`config.mk`:
```
export PLATFORM = sky130hd
export DESIGN_NAME = id_operand_stage
export DESIGN_NICKNAME = d
export VERILOG_FILES = /design/src/rtl/id_operand_stage_pkg.sv /design/src/rtl/id_operand_stage_hazard_unit.sv /design/src/rtl/id_operand_stage.sv
export SDC_FILE = /design/constraint.sdc
export NUM_CORES = 1
export LEC_CHECK = 0
export CAP_MARGIN = 20
export CORE_ASPECT_RATIO = 2
export CORE_MARGIN = 5
export CORE_UTILIZATION = 35
export CTS_CLUSTER_DIAMETER = 120
export DETAILED_ROUTE_END_ITERATION = 10
export PLACE_DENSITY = 0.71
export SLEW_MARGIN = 20
export SYNTH_ARGS = -nofsm -noshare
export SYNTH_HDL_FRONTEND = slang
export SYNTH_SLANG_ARGS = --single-unit
```
`constraint.sdc`:
```
create_clock -name clk -period 3.53 [get_ports clk]
set_clock_uncertainty 0.15 [all_clocks]
set_input_delay 0.5295 -clock clk [delete_from_list [all_inputs] [get_ports clk]]
set_output_delay 0.5295 -clock clk [all_outputs]
set_load 0.03 [all_outputs]
```
`src/rtl/id_operand_stage_pkg.sv`:
```
// ----------------------------------------------------------------------------
// id_operand_stage_pkg
// Shared definitions for the decode / operand-fetch stage: bus widths, MIPS
// opcode values, the ex_op encoding seen by the execute stage and the
// operand forward-select encoding produced by the hazard unit.
// No ports (package).
// ----------------------------------------------------------------------------
package id_operand_stage_pkg;

  localparam int REG_BUS_W  = 32;
  localparam int REG_ADDR_W = 5;
  localparam logic [REG_BUS_W-1:0] ZERO_WORD = '0;

  // Primary opcode field inst[31:26]
  localparam logic [5:0] OPC_SPECIAL = 6'h00;
  localparam logic [5:0] OPC_ADDIU   = 6'h09;
  localparam logic [5:0] OPC_ORI     = 6'h0D;
  localparam logic [5:0] OPC_LUI     = 6'h0F;
  localparam logic [5:0] OPC_LW      = 6'h23;
  localparam logic [5:0] OPC_SW      = 6'h2B;

  // Operation handed to the execute stage
  typedef enum logic [2:0] {
    OP_NOP   = 3'd0,
    OP_OR    = 3'd1,
    OP_ADDU  = 3'd2,
    OP_LUI   = 3'd3,
    OP_LW    = 3'd4,
    OP_SW    = 3'd5,
    OP_RTYPE = 3'd6
  } ex_op_e;

  // Where a source operand comes from
  typedef enum logic [1:0] {
    FWD_RF  = 2'd0,
    FWD_EX  = 2'd1,
    FWD_MEM = 2'd2
  } fwd_sel_e;

endpackage

```
`src/rtl/id_operand_stage_hazard_unit.sv`:
```
// ----------------------------------------------------------------------------
// id_hazard_unit
// RAW hazard compare logic for the decode stage.
// Build option FORWARD_EN:
//   defined   - EX/MEM results are forwarded (EX wins over MEM); only a
//               load-use dependency on the ID/EX entry raises o_hazard.
//   undefined - no forwarding; any enabled source matching a pending EX or
//               MEM write (or a load-use) raises o_hazard until the producer
//               reaches write-back, where the register file bypasses it.
// Ports:
//   i_use1/i_use2        source enabled and nonzero (rs / rt)
//   i_rs/i_rt            source register addresses
//   i_ex_we/i_ex_waddr   pending write from EX
//   i_mem_we/i_mem_waddr pending write from MEM
//   i_idex_*             current ID/EX entry (load-use detection)
//   o_sel1/o_sel2        forward select per source
//   o_hazard             stall request
// ----------------------------------------------------------------------------
module id_hazard_unit
  import id_operand_stage_pkg::*;
#(
  parameter int AW = REG_ADDR_W
) (
  input  logic          i_use1,
  input  logic          i_use2,
  input  logic [AW-1:0] i_rs,
  input  logic [AW-1:0] i_rt,
  input  logic          i_ex_we,
  input  logic [AW-1:0] i_ex_waddr,
  input  logic          i_mem_we,
  input  logic [AW-1:0] i_mem_waddr,
  input  logic          i_idex_valid,
  input  logic          i_idex_is_load,
  input  logic          i_idex_we,
  input  logic [AW-1:0] i_idex_waddr,
  output fwd_sel_e      o_sel1,
  output fwd_sel_e      o_sel2,
  output logic          o_hazard
);

  logic w_ex_hit1, w_ex_hit2, w_mem_hit1, w_mem_hit2, w_load_use;

  // i_use* already excludes register 0, so $0 never matches anything.
  assign w_ex_hit1  = i_use1 && i_ex_we  && (i_ex_waddr  == i_rs);
  assign w_ex_hit2  = i_use2 && i_ex_we  && (i_ex_waddr  == i_rt);
  assign w_mem_hit1 = i_use1 && i_mem_we && (i_mem_waddr == i_rs);
  assign w_mem_hit2 = i_use2 && i_mem_we && (i_mem_waddr == i_rt);

  assign w_load_use = i_idex_valid && i_idex_is_load && i_idex_we &&
                      ((i_use1 && (i_idex_waddr == i_rs)) ||
                       (i_use2 && (i_idex_waddr == i_rt)));

`ifdef FORWARD_EN
  assign o_sel1   = w_ex_hit1 ? FWD_EX : (w_mem_hit1 ? FWD_MEM : FWD_RF);
  assign o_sel2   = w_ex_hit2 ? FWD_EX : (w_mem_hit2 ? FWD_MEM : FWD_RF);
  assign o_hazard = w_load_use;
`else
  assign o_sel1   = FWD_RF;
  assign o_sel2   = FWD_RF;
  assign o_hazard = w_load_use || w_ex_hit1 || w_ex_hit2 || w_mem_hit1 || w_mem_hit2;
`endif

endmodule

```
`src/rtl/id_operand_stage.sv`:
```
// ----------------------------------------------------------------------------
// id_operand_stage
// MIPS instruction decode and operand fetch. Decodes if_inst, drives the two
// register-file read ports, resolves RAW hazards (forwarding or stalling via
// id_hazard_unit) and registers the decoded entry into ID/EX.
// Build option FORWARD_EN enables the EX/MEM forwarding muxes.
// Ports:
//   clk, rst (async, active-low)
//   if_valid/if_inst/id_ready           IF handshake: an instruction moves
//       from IF into ID on a rising edge where if_valid && id_ready; IF holds
//       if_inst while id_ready is low.
//   raddr1/re1/rdata1, raddr2/re2/rdata2  register-file read ports (rs, rt)
//   ex_fwd_*, mem_fwd_*                 pending results from EX and MEM
//   ex_stall (freeze ID/EX), flush (bubble ID/EX)
//   ex_*                                ID/EX register outputs
//   stall_cnt                           saturating hazard-stall cycle count
// ----------------------------------------------------------------------------
module id_operand_stage
  import id_operand_stage_pkg::*;
#(
  parameter int DW = REG_BUS_W,
  parameter int AW = REG_ADDR_W
) (
  input  logic          clk,
  input  logic          rst,
  input  logic          if_valid,
  input  logic [31:0]   if_inst,
  output logic          id_ready,
  output logic [AW-1:0] raddr1,
  output logic          re1,
  input  logic [DW-1:0] rdata1,
  output logic [AW-1:0] raddr2,
  output logic          re2,
  input  logic [DW-1:0] rdata2,
  input  logic          ex_fwd_we,
  input  logic [AW-1:0] ex_fwd_waddr,
  input  logic [DW-1:0] ex_fwd_wdata,
  input  logic          mem_fwd_we,
  input  logic [AW-1:0] mem_fwd_waddr,
  input  logic [DW-1:0] mem_fwd_wdata,
  input  logic          ex_stall,
  input  logic          flush,
  output logic          ex_valid,
  output logic [2:0]    ex_op,
  output logic [5:0]    ex_funct,
  output logic [DW-1:0] ex_src1,
  output logic [DW-1:0] ex_src2,
  output logic [DW-1:0] ex_store_data,
  output logic          ex_we,
  output logic [AW-1:0] ex_waddr,
  output logic          ex_is_load,
  output logic          ex_illegal,
  output logic [31:0]   stall_cnt
);

  // Instruction fields
  logic [5:0]    w_opc;
  logic [AW-1:0] w_rs, w_rt, w_rd;
  logic [15:0]   w_imm;
  logic          w_unused_shamt;

  assign w_opc = if_inst[31:26];
  assign w_rs  = if_inst[25:21];
  assign w_rt  = if_inst[20:16];
  assign w_rd  = if_inst[15:11];
  assign w_imm = if_inst[15:0];
  assign w_unused_shamt = ^if_inst[10:6];

  // Decode
  logic          w_re1, w_re2, w_we, w_is_load, w_illegal;
  logic          w_use_imm, w_is_lui, w_is_store;
  ex_op_e        w_op;
  logic [5:0]    w_funct;
  logic [AW-1:0] w_waddr;
  logic [DW-1:0] w_imm_ext;

  always_comb begin
    w_re1      = 1'b0;
    w_re2      = 1'b0;
    w_we       = 1'b0;
    w_is_load  = 1'b0;
    w_illegal  = 1'b0;
    w_use_imm  = 1'b0;
    w_is_lui   = 1'b0;
    w_is_store = 1'b0;
    w_op       = OP_NOP;
    w_funct    = '0;
    w_waddr    = '0;
    w_imm_ext  = ZERO_WORD;
    case (w_opc)
      OPC_SPECIAL: begin
        w_re1 = 1'b1; w_re2 = 1'b1; w_op = OP_RTYPE;
        w_funct = if_inst[5:0]; w_we = 1'b1; w_waddr = w_rd;
      end
      OPC_ORI: begin
        w_re1 = 1'b1; w_op = OP_OR; w_use_imm = 1'b1;
        w_imm_ext = {{(DW-16){1'b0}}, w_imm}; w_we = 1'b1; w_waddr = w_rt;
      end
      OPC_ADDIU: begin
        w_re1 = 1'b1; w_op = OP_ADDU; w_use_imm = 1'b1;
        w_imm_ext = {{(DW-16){w_imm[15]}}, w_imm}; w_we = 1'b1; w_waddr = w_rt;
      end
      OPC_LUI: begin
        // src2 is the zero default of w_imm_ext
        w_op = OP_LUI; w_is_lui = 1'b1; w_use_imm = 1'b1;
        w_we = 1'b1; w_waddr = w_rt;
      end
      OPC_LW: begin
        w_re1 = 1'b1; w_op = OP_LW; w_use_imm = 1'b1; w_is_load = 1'b1;
        w_imm_ext = {{(DW-16){w_imm[15]}}, w_imm}; w_we = 1'b1; w_waddr = w_rt;
      end
      OPC_SW: begin
        w_re1 = 1'b1; w_re2 = 1'b1; w_op = OP_SW; w_use_imm = 1'b1;
        w_is_store = 1'b1; w_imm_ext = {{(DW-16){w_imm[15]}}, w_imm};
      end
      default: w_illegal = 1'b1;
    endcase
    if (!if_valid) begin
      w_re1 = 1'b0;
      w_re2 = 1'b0;
    end
    if (w_waddr == '0) w_we = 1'b0;
  end

  assign raddr1 = w_rs;
  assign raddr2 = w_rt;
  assign re1    = w_re1;
  assign re2    = w_re2;

  // Sources reading $0 are constant zero and never take part in hazards.
  logic w_use1, w_use2, w_hazard;
  fwd_sel_e w_sel1, w_sel2;

  assign w_use1 = w_re1 && (w_rs != '0);
  assign w_use2 = w_re2 && (w_rt != '0);

  id_hazard_unit #(.AW(AW)) u_hazard (
    .i_use1         (w_use1),
    .i_use2         (w_use2),
    .i_rs           (w_rs),
    .i_rt           (w_rt),
    .i_ex_we        (ex_fwd_we),
    .i_ex_waddr     (ex_fwd_waddr),
    .i_mem_we       (mem_fwd_we),
    .i_mem_waddr    (mem_fwd_waddr),
    .i_idex_valid   (ex_valid),
    .i_idex_is_load (ex_is_load),
    .i_idex_we      (ex_we),
    .i_idex_waddr   (ex_waddr),
    .o_sel1         (w_sel1),
    .o_sel2         (w_sel2),
    .o_hazard       (w_hazard)
  );

  // Operand muxes
  logic [DW-1:0] w_opnd1, w_opnd2, w_src1, w_src2, w_store;

  always_comb begin
    w_opnd1 = ZERO_WORD;
    if (w_use1) begin
      case (w_sel1)
        FWD_EX:  w_opnd1 = ex_fwd_wdata;
        FWD_MEM: w_opnd1 = mem_fwd_wdata;
        default: w_opnd1 = rdata1;
      endcase
    end
  end

  always_comb begin
    w_opnd2 = ZERO_WORD;
    if (w_use2) begin
      case (w_sel2)
        FWD_EX:  w_opnd2 = ex_fwd_wdata;
        FWD_MEM: w_opnd2 = mem_fwd_wdata;
        default: w_opnd2 = rdata2;
      endcase
    end
  end

  assign w_src1  = w_is_lui ? {w_imm, {(DW-16){1'b0}}} : w_opnd1;
  assign w_src2  = w_use_imm ? w_imm_ext : w_opnd2;
  assign w_store = w_is_store ? w_opnd2 : ZERO_WORD;

  // flush overrides everything, including ex_stall; IF drops its own copy.
  assign id_ready = flush || (!w_hazard && !ex_stall);

  // ID/EX updates unless frozen by ex_stall (flush still bubbles it).
  // Anything other than an accepted instruction writes an all-zero bubble.
  logic w_upd, w_load;
  assign w_upd  = flush || !ex_stall;
  assign w_load = !flush && !ex_stall && !w_hazard && if_valid;

  ex_op_e r_op;

  always_ff @(posedge clk or negedge rst) begin
    if (!rst) begin
      ex_valid      <= 1'b0;
      r_op          <= OP_NOP;
      ex_funct      <= '0;
      ex_src1       <= ZERO_WORD;
      ex_src2       <= ZERO_WORD;
      ex_store_data <= ZERO_WORD;
      ex_we         <= 1'b0;
      ex_waddr      <= '0;
      ex_is_load    <= 1'b0;
      ex_illegal    <= 1'b0;
      stall_cnt     <= '0;
    end else begin
      if (w_upd) begin
        ex_valid      <= w_load;
        r_op          <= w_load ? w_op : OP_NOP;
        ex_funct      <= w_load ? w_funct : 6'd0;
        ex_src1       <= w_load ? w_src1 : ZERO_WORD;
        ex_src2       <= w_load ? w_src2 : ZERO_WORD;
        ex_store_data <= w_load ? w_store : ZERO_WORD;
        ex_we         <= w_load && w_we;
        ex_waddr      <= w_load ? w_waddr : '0;
        ex_is_load    <= w_load && w_is_load;
        ex_illegal    <= w_load && w_illegal;
      end
      if (!flush && !ex_stall && w_hazard && (stall_cnt != 32'hFFFF_FFFF))
        stall_cnt <= stall_cnt + 32'd1;
    end
  end

  assign ex_op = r_op;

endmodule
```
==> results.toml <==
[routing]
wirelength_um = 23500
post_drt_via_cell_ratio = 5.18
drc_marker_count_from_the_first_detailed_route_iteration = 227
post-route-drc-count = 0
routed_wire_length_per_instance_um = 20.1
ant_nets = 0
routed-via-count = 6057
detail_route.first_pass.iterations = 4

[setup_path]
critPathArrivalTime_ns = 2.64
critical_path.startpoint_type = "input pin"
rrSetupSlack_ns = 0.93
critPathMaxFanout = 4
worst_r2r_endpoint = "ex_src1[13]"
worst_reg2reg_path_length_in_cells = 8
worst_ep_required_time_ns = 2.85
worst-setup-path-type = "in2out"
critical_path.endpoint_type = "primary output"
reg2reg_from = "ex_waddr[0]"

[clock_tree]
cts_root_buf = "sky130_fd_sc_hd__clkbuf_16"
cts_htree_levels = 4
tritoncts.num_buffers = 17
cts_tree = "done"
postCtsSetupRepairBufs = 0
clock_latency_ns = 0.43
tritoncts_num_sinks = 146
path_clk_slew_ns = 0.06
clk_path_buf_depth = 2

[power]
power-per-cell-area_nw_per_um2 = 372
ir_drop_v = 0.000393
fraction_of_power_consumed_by_combinational_cells_pct = 10.1
power.net_switching_uw = 928
switching_share_pct = 23.6
internal-power_mw = 3.00
pwr-share-clk_pct = 47.0
seqPwrFrac_pct = 42.9
static-leakage-power_nw = 4.54

[timing]
period_needed_ns = 3.32
final_setup_violating_endpoints = 0
final-max-slew-violation-count = 0
whs_ns = 0.327
layout_worst_path_cycle_share_pct = 94.0
report.final.hold_viol_count = 0
setup_repair_after_global_routing_missed_its_margin = "false"
worst_pin_slew_ns = 0.662
fmaxAchievable_mhz = 301
worst_slew_margin_relative_to_its_limit_pct = 55.8

[placement]
hpwl_um = 17600
numPortBuffers = 271
globalplace.congestion = 0.847

[synth]
synthCells = 613
fraction_of_synthesis_flops_using_an_asynchronous_set_or_reset_pin_pct = 100
yosysSeqAreaShare_pct = 54.0
post-synth-top-area-cell = "sky130_fd_sc_hd__dfrtp_1"
synth_fp_nets = 791
ys_warn_count = 0
synthTopCellsByCount = "sky130_fd_sc_hd__dfrtp_1 (146), sky130_fd_sc_hd__nand2_1 (59), sky130_fd_sc_hd__a22o_1 (55), sky130_fd_sc_hd__o21ai_0 (42), sky130_fd_sc_hd__xnor2_1 (38)"
dominantRegCellSynth = "sky130_fd_sc_hd__dfrtp_1"
top_count_cell_post_synth = "sky130_fd_sc_hd__dfrtp_1"
mappedNetlistArea_sq_um = 6760
synth_edf_count = 0
yosys.cell_types.count = 46
synthTopCellsByArea = "sky130_fd_sc_hd__dfrtp_1 (54%), sky130_fd_sc_hd__a22o_1 (7.1%), sky130_fd_sc_hd__xnor2_1 (4.9%), sky130_fd_sc_hd__a22oi_1 (4.1%), sky130_fd_sc_hd__nand2_1 (3.3%)"
syn-mean-instance-area_sq_um = 11.0
synth-seq-cells = 146
synth_top_area_share_pct = 54.0

[floorplan]
start_util_pct = 35.3
height_of_the_chip_um = 207
floorplan.io_pins = 336
die-width_um = 108
rows = 72
fp.coreArea_sq_um = 19200
dieArea_sq_um = 22400

[global_route]
grt_pass1_wl_um = 35700
globalRouteTotalUtil_pct = 21.1
first_global_vias = 6394
grt_antenna_before_repair = 0
grt_max_degree = 69
grt_ovf = 0

[final_layout]
post-route-util_pct = 55.1
drive_above_1_share_pct = 9.88
multiInputGateArea_sq_um = 2840
ff_latch_area_sq_um = 3650
num-nets-final = 1076
area_delta_synth_final_pct = 56.2
fillCellCount = 1729
antenna_cells = 0

[hold_path]
holdCritStartpoint = "ex_src1[28]"
holdCritPathClass = "reg2reg"
hold_path_end = "ex_src1[28]"
hold_depth = 2

[run]
cap_violations = 0

[status]
run_status = "complete, no violations"
cells in the final DEF, fill, tap and decap left out, types with 2 or more instances in the layout:
cell type / instances
sky130_fd_sc_hd__clkinv_2: 4
sky130_fd_sc_hd__nor2_1: 17
sky130_fd_sc_hd__nor3_1: 7
sky130_fd_sc_hd__and3_1: 12
sky130_fd_sc_hd__a22o_1: 55
sky130_fd_sc_hd__clkinvlp_4: 3
sky130_fd_sc_hd__xor2_1: 24
sky130_fd_sc_hd__buf_12: 6
sky130_fd_sc_hd__clkdlybuf4s50_1: 267
sky130_fd_sc_hd__o21a_1: 3
sky130_fd_sc_hd__bufinv_16: 3
sky130_fd_sc_hd__xnor2_1: 38
sky130_fd_sc_hd__and3b_1: 2
sky130_fd_sc_hd__nand4_1: 14
sky130_fd_sc_hd__nor2b_1: 5
sky130_fd_sc_hd__inv_1: 5
sky130_fd_sc_hd__or4_1: 2
sky130_fd_sc_hd__nand2_1: 59
sky130_fd_sc_hd__clkbuf_16: 17
sky130_fd_sc_hd__nor4_1: 8
sky130_fd_sc_hd__a21o_1: 18
sky130_fd_sc_hd__dfrtp_1: 146
sky130_fd_sc_hd__clkinv_4: 2
sky130_fd_sc_hd__buf_4: 41
sky130_fd_sc_hd__and2_1: 2
sky130_fd_sc_hd__a32o_1: 19
sky130_fd_sc_hd__o21ai_0: 42
sky130_fd_sc_hd__nor3b_1: 2
sky130_fd_sc_hd__a22oi_1: 37
sky130_fd_sc_hd__nand3_1: 23
sequential cells by signal, indices dropped and copies added, names as in the netlist:
name           cells
ex_funct           6
ex_is_load         1
ex_store_data     32
ex_waddr           5
ex_valid           1
ex_src1           32
ex_op              3
ex_we              1
ex_src2           32
ex_illegal         1
stall_cnt         32
worst max-delay path: stages:
cell	delay, ns
sky130_fd_sc_hd__clkdlybuf4s50_1	0.45
sky130_fd_sc_hd__or4_4	0.58
sky130_fd_sc_hd__nor3_4	0.19
sky130_fd_sc_hd__o221a_2	0.26
sky130_fd_sc_hd__o31ai_4	0.08
sky130_fd_sc_hd__nand2_1	0.12
sky130_fd_sc_hd__o21bai_1	0.07
sky130_fd_sc_hd__dlygate4sd2_1	0.35
per-stage QoR:
step / cells / worst slack, ns / total power [mW] / TNS, ns / cell area [sq um]
after floorplan: 613 / 0.356 / 1.85 / 0 / 6760
after CTS: 1170 / 0.170 / 3.98 / 0 / 10600
after global placement: 1137 / -0.0682 / 2.11 / -0.0682 / 9950
final: 1170 / 0.212 / 3.93 / 0 / 10600
after global routing: 1170 / 0.0706 / 4.08 / 0 / 10600
after detailed placement: 1137 / -0.0623 / 2.12 / -0.0623 / 9950
kinds of logic (layout without fill, tap and decap cells):
| logic type | count (synthesis) | after routing | synth area share [%] |
|---|---|---|---|
| buf+inv | 56 | 354 | 4.24 |
| flops | 146 | 146 | 54.0 |
| mux | 2 | 2 | 0.314 |
| xor+xnor | 62 | 62 | 8.03 |
| simple gates | 162 | 162 | 12.2 |
| compound gates | 184 | 184 | 21.1 |
| fa+ha+maj | 1 | 1 | 0.185 |
how the worst max path moves through the flow:
stage | start | end | slack [ns]
after floorplan | if_inst[28] | id_ready | 0.36
after global placement | if_inst[26] | id_ready | -0.07
after detailed placement | if_inst[26] | id_ready | -0.06
after CTS | if_inst[26] | id_ready | 0.17
after global routing | if_inst[26] | id_ready | 0.07
final | if_inst[26] | id_ready | 0.21
layer usage:
layer	GRT usage, %	share of wire, %	up-vias
li1	-	-	2824
met1	24.4	38	2960
met2	36.7	52	232
met3	5.57	6.6	41
met4	8.98	3.2	0
met5	0	0	-
power by group through the flow:
stage	Sequential, mW	Combinational (mW)	Clock (mW)
2_1_floorplan	1.73	0.121	0
5_1_grt	1.69	0.430	1.96
4_1_cts	1.69	0.403	1.89
6_report	1.69	0.399	1.85
3_5_place_dp	1.72	0.400	0
3_3_place_gp	1.72	0.397	0
cell type report:
cell class | instances | share of cell area [%]
sequential | 146 | 34.6
timing repair buffer | 317 | 29.6
multi-input combinational | 411 | 26.8
clock buffer | 19 | 4.19
tap | 259 | 3.07
clock inverter | 13 | 1.50
inverter | 5 | 0.178
what timing repair did:
action | CTS | global route
hold buffers | 1 | 0
setup endpoints to repair | 1 | 0
hold endpoints to repair | 66 | 0
resized for setup | 1 | 0
Note: power is estimated with default switching activity, not from simulation.
